==> config.mk <==
export PLATFORM = sky130hd
export DESIGN_NAME = mcca_adder_reg
export DESIGN_NICKNAME = d
export VERILOG_FILES = /design/src/rtl/mcca_adder_reg.sv
export SDC_FILE = /design/constraint.sdc
export NUM_CORES = 1
export LEC_CHECK = 0
export BUFFER_PORTS_ARGS = -buffer_cell sky130_fd_sc_hd__buf_4
export CAP_MARGIN = 20
export CORE_UTILIZATION = 44
export CTS_CLUSTER_SIZE = 28
export DETAILED_ROUTE_END_ITERATION = 12
export PLACE_DENSITY_LB_ADDON = 0.15
export SYNTH_ARGS = -nofsm -noshare
export SYNTH_HDL_FRONTEND = slang
export SYNTH_SLANG_ARGS = --single-unit
==> constraint.sdc <==
create_clock -name clk -period 1 [get_ports clk]
set_clock_uncertainty 0.2 [all_clocks]
set_input_delay 0.1 -clock clk [delete_from_list [all_inputs] [get_ports clk]]
set_output_delay 0.1 -clock clk [all_outputs]
set_load 0.1 [all_outputs]
==> src/rtl/mcca_adder_reg.sv <==
// rtl/mcca_adder_reg.sv - Manchester carry-chain adder with one registered output stage
// Optional MCCA_GROUP_PG_EN adds registered per-group propagate/generate outputs.
module mcca_adder_reg #(
    parameter int SIZE = 16
) (
    input  logic            clk,
    input  logic            rst_n,
    input  logic            in_valid,
    input  logic [SIZE-1:0] a,
    input  logic [SIZE-1:0] b,
    input  logic            cin,
    output logic            out_valid,
    output logic [SIZE-1:0] sum,
    output logic            cout
`ifdef MCCA_GROUP_PG_EN
    ,
    output logic [SIZE/4-1:0] grp_p,
    output logic [SIZE/4-1:0] grp_g
`endif
);

    localparam int NGRP = SIZE / 4;

    generate
        if (SIZE < 4 || (SIZE % 4) != 0) begin : g_bad_size
            $error("mcca_adder_reg: SIZE must be a multiple of 4 and at least 4");
        end
    endgenerate

    logic [SIZE-1:0] p;
    logic [SIZE-1:0] g;
    logic [SIZE-1:0] s;
    logic [SIZE:0]   c;

    assign p    = a ^ b;
    assign g    = a & b;
    assign c[0] = cin;

    // Each stage passes the incoming carry when p, otherwise drives g (generate) or 0 (kill).
    for (genvar k = 0; k < NGRP; k++) begin : g_grp
        for (genvar j = 0; j < 4; j++) begin : g_bit
            assign c[4*k+j+1] = p[4*k+j] ? c[4*k+j] : g[4*k+j];
        end
    end

    assign s = p ^ c[SIZE-1:0];

`ifdef MCCA_GROUP_PG_EN
    logic [NGRP-1:0] grp_p_d;
    logic [NGRP-1:0] grp_g_d;

    for (genvar k = 0; k < NGRP; k++) begin : g_pg
        assign grp_p_d[k] = &p[4*k +: 4];
        assign grp_g_d[k] = g[4*k+3]
                          | (p[4*k+3] & g[4*k+2])
                          | (p[4*k+3] & p[4*k+2] & g[4*k+1])
                          | (p[4*k+3] & p[4*k+2] & p[4*k+1] & g[4*k]);
    end

    always_ff @(posedge clk or negedge rst_n) begin
        if (!rst_n) begin
            grp_p <= '0;
            grp_g <= '0;
        end else if (in_valid) begin
            grp_p <= grp_p_d;
            grp_g <= grp_g_d;
        end
    end
`endif

    always_ff @(posedge clk or negedge rst_n) begin
        if (!rst_n) begin
            out_valid <= 1'b0;
            sum       <= '0;
            cout      <= 1'b0;
        end else begin
            out_valid <= in_valid;
            if (in_valid) begin
                sum  <= s;
                cout <= c[SIZE];
            end
        end
    end

endmodule

# ---- Word level (Yosys, flattened, before mapping)
# Cells that the tools add are included.
dict set report op_classes {
  addsub 0
  multipliers 0
  div 0
  order_cmp 0
  n_eq_ne 0
  n_shift 0
  muxes 16
  bitwise 3
  n_reduce_logical 0
}
# op count
set ops {}
lappend ops {{bitwise XOR 16 bit} 2}
lappend ops {{AND 16 bit} 1}
lappend ops {{two-way mux 1 bit} 16}
dict set report word_totals {
  ff_bits 18
  latch_bits 0
  ram_bits 0
  mem_bits_ro 0
  output_inout_bits 18
  memories 0
}

# ---- Depth between registers and ports, before layout
dict set report logic_depth {
  word_depth 17
  ltp_mapped 17
  depth_no_buf 17
}

# ---- Least setup slack after synthesis
# Ideal clock, no wire load.
dict set report synth_path {
  path_kind {input-to-reg}
  from {input port a[0]}
  to {register sum[15]}
  setup_ns 0.125
  t_arrival_ns 6.509
  path_slack_ns -5.834
  stages 17
  path_buffers 0
  cell_sequence {fa_1 -> fa_1 -> fa_1 -> fa_1 -> fa_1 -> fa_1 -> fa_1 -> fa_1 -> fa_1 -> fa_1 -> fa_1 -> fa_1 -> fa_1 -> fa_1 -> fa_1 -> fa_1 -> mux2_2}
}
dict set report synth_between {
  elab_chain_cells 17
}
# element line_no
set synth_lines {}
lappend synth_lines {{from (decl)} 9} ;# input logic [SIZE-1:0] a,
lappend synth_lines {{AND 16 bit / bitwise XOR 16 bit (equally long branches)} {36, 35}}
lappend synth_lines {{two-way mux 1 bit (*) (15 in a row)} 42} ;# assign c[4*k+j+1] = p[4*k+j] ? c[4*k+j] : g[4*k+j];
lappend synth_lines {{bitwise XOR 16 bit (*)} 46} ;# assign s = p ^ c[SIZE-1:0];
lappend synth_lines {{named net s[15]} 32} ;# logic [SIZE-1:0] s;
lappend synth_lines {{to (signal assigned)} 79} ;# sum <= s;
lappend synth_lines {{to (decl)} 13} ;# output logic [SIZE-1:0] sum,
# Mark *: on every way through the listed nets, which the timed path passes. The rest lies on a longest branch.
# A chain may end at the register's enable or synchronous reset.

# ---- Worst setup path in the final report
# Ends and elaborated chain as after synthesis.

==> summary.md <==
| Metric | Value |
|---|---|
| Post-synth top area share | `43.7%` |
| Worst EP required | `0.96 ns` |
| Sw power | `1.91 mW` |
| Final GP Congestion | `0.667` |
| Worst setup margin | `-5.17 ns` |
| Avg Vias per Cell | `4.71` |
| Rows | `17` |
| Worst vdd ir | `0.00166 V` |
| Crit. End Element | `flip-flop` |
| Clk Latency, worst-skew pair | `0.27 ns` |
| Slowest Stage Delay on Critical Path | `0.42 ns` |
| Fin crit share | `617%` |
| CP max FO | `1` |
| N_diodes | `0` |
| Post-route core utilization | `80.1%` |
| Initial antenna violation count | `0` |
| DPL Wire Length | `1460 µm` |
| Cell chosen for the clock root | `clkbuf_4` |
| Synth area leader | `dfrtp_1` |
| Met3 Use GR | `3.33%` |
| Post-synth cell types | `6` |
| Fin nets | `165` |
| Wire length per cell | `14.6 µm` |
| Avg Inst Size Synth | `19.5 µm²` |
| Initial Util | `46.6%` |
| Slew @ Worst Pin | `0.320 ns` |
| CTS tree | `done` |
| Via count | `660` |
| Slew headroom | `78.7%` |
| CTS max path bufs | `2` |
| Die area | `2540 µm²` |
| Final wirelength | `2040 µm` |
| R2R setup slack | `-0.13 ns` |
| Int Pwr | `2.08 mW` |
| Sw frac | `47.9%` |
| Critical path arrival | `6.14 ns` |
| Max-cap violation count | `0` |
| CP delay by family, top | `adder cells` |
| Core Region | `2210 µm²` |
| Warnings from Yosys | `0` |
| Async SR Flop Fraction | `100%` |
| Ports | `54` |
| Die width | `50.4 µm` |
| Synth Flop Type | `dfrtp_1` |
| Period minus WS final | `6.17 ns` |
| Total number of H-tree levels | `1` |
| Leakage | `0.787 nW` |
| Initial DRT Pass Iterations | `4` |
| GR Util met2 | `29.6%` |
| Largest net degree at the start of global routing | `19` |
| Fin. Hold Viols | `0` |
| Failing checks | `negative setup slack` |
| Startpoint Class | `primary input` |
| Clock edge transition at the registers on the reported setup and hold paths | `0.10 ns` |
| Outcome | `finished, violations left` |
| Global-route wire length before repair | `3280 µm` |
| Max Slew Vio Count | `0` |
| Min-delay worst type | `primary input to async pin` |
| Total grt overflow | `0` |
| Post-synth top cells | `dfrtp_1, fa_1, mux2_4` |
| Mapped cell area | `1030 µm²` |
| Synthesized flop and latch total | `18` |
| Final ANT Viol Nets | `0` |
| Top Usage Layer GRT | `met2` |
| # DRC | `0` |
| Setup TNS | `-49.06 ns` |
| Crit Path Category | `primary input to flip-flop` |
| RSZ-0062 raised after global routing | `yes` |
| Cells after Synth | `53` |
| Gr usage total | `17.5%` |
| Sequential group share of total power | `27.6%` |
| Seq/Total Area, Yosys | `43.7%` |
| CP max-delay cell | `fa_2` |
| Comb pwr share | `63.3%` |
| Port Buffer Count | `53` |
| Largest cells by area after synthesis | `dfrtp_1, fa_1, mux2_4` |
| CP Cell Sequence | `buf_6, fa_2, fa_2, fa_2, fa_2, fa_2, fa_2, fa_2, fa_2, fa_2, fa_2, fa_2, fa_2, fa_2, fa_2, fa_2, fa_2, mux2_2` |
| Buffers & Inverters on Critical Path | `1` |
| Final setup vio count | `35` |
| Clk pwr share | `9.1%` |
| Top-count cell post-synth | `dfrtp_1` |
| Filler Cell Count | `123` |
| TritonCTS buffer count | `3` |
| TritonCTS Sinks | `18` |
| Vias in the first global route | `729` |
| Register area | `474 µm²` |
| CP most frequent cell | `fa_2` |
| Die Ht | `50.4 µm` |
| Met1 Use GR | `23.2%` |
| EDFF count, synth | `0` |
| Pwr per Cell Area | `2250 nW/µm²` |
| Syn Nets | `105` |
| Fmax | `162 MHz` |
| Iter 0 DRT Violations | `8` |
| Share of cells above drive strength 1 | `96.4%` |
| Area growth syn-to-layout | `72.0%` |
| Multi-input gate area | `608 µm²` |
| Post-layout power | `3.99 mW` |
registers in the layout (all words and copies together) (netlist names):
signal,count
sum,16
cout,1
out_valid,1
final cells by class:
| class | instances | area share [%] |
|---|---|---|
| Clock buffer | 4 | 1.48 |
| Multi-Input combinational cell | 33 | 34.3 |
| Sequential cell | 18 | 26.7 |
| Tap cell | 28 | 1.98 |
| Timing Repair Buffer | 57 | 35.5 |
placed cells by master, fill, tap and decap left out:
cell type / count
buf_12: 13
buf_4: 36
buf_6: 3
buf_8: 3
clkbuf_1: 1
clkbuf_4: 3
dfrtp_1: 1
dfrtp_2: 16
dfrtp_4: 1
dlygate4sd3_1: 2
fa_2: 16
mux2_2: 2
mux2_4: 15
cells by family after synthesis:
logic type                 count (synthesis)  synth area share (%)
buffers and inverters                      2                  3.03
DFF                                       18                  43.7
adders and majority gates                 16                  31.1
muxes                                     17                  22.2
layer usage:
metal	vias to the layer above	wire (µm)
met5	-	0
met4	0	0
met3	0	132
met2	33	1100
met1	332	803
li1	295	-
worst reg2reg max path, delay by kind of cell, from the launching register on:
family | cells | cell delay [ns]
buffers and inverters | 1 | 0.14
DFF | 1 | 0.44
muxes | 1 | 0.26
final timing paths:
kind                       endpoint  cells after the start   start
min                          sum[3]                      2   rst_n
min reg2reg                  sum[3]                      1  sum[3]
min in group clk            sum[10]                      3   b[10]
max in group asynchronous    sum[0]                      2   rst_n
max reg2reg                  sum[5]                      2  sum[5]
max                         sum[15]                     18    a[0]
what timing repair did:
item | 4_1_cts | 5_1_grt
hold buffers | 2 | 0
endpoints found under the setup margin | 35 | 35
hold endpoints to repair | 19 | 0
gates resized for setup | 40 | 13
buffers inserted | 0 | 2
pin swaps | 1 | 0
power by group through the flow:
stage / logic, mW / clock network, mW / registers (mW)
2_1_floorplan: 0.351 / 0 / 2.26
3_3_place_gp: 2.07 / 0 / 1.03
3_5_place_dp: 2.09 / 0 / 1.03
4_1_cts: 2.39 / 0.380 / 1.08
5_1_grt: 2.62 / 0.410 / 1.12
6_report: 2.53 / 0.363 / 1.10
metrics by stage:
| step | instances | worst slack [ns] | area, µm² | hold slack [ns] |
|---|---|---|---|---|
| floorplan | 53 | -5.23 | 1090 | -0.396 |
| global placement | 132 | -5.47 | 1500 | -0.217 |
| detailed placement | 132 | -5.54 | 1500 | -0.218 |
| CTS | 138 | -5.18 | 1700 | 0.00146 |
| global route | 140 | -5.29 | 1770 | 0.0209 |
| finish | 140 | -5.17 | 1770 | 0.00581 |
No activity file was read; power rests on OpenSTA's default activity.
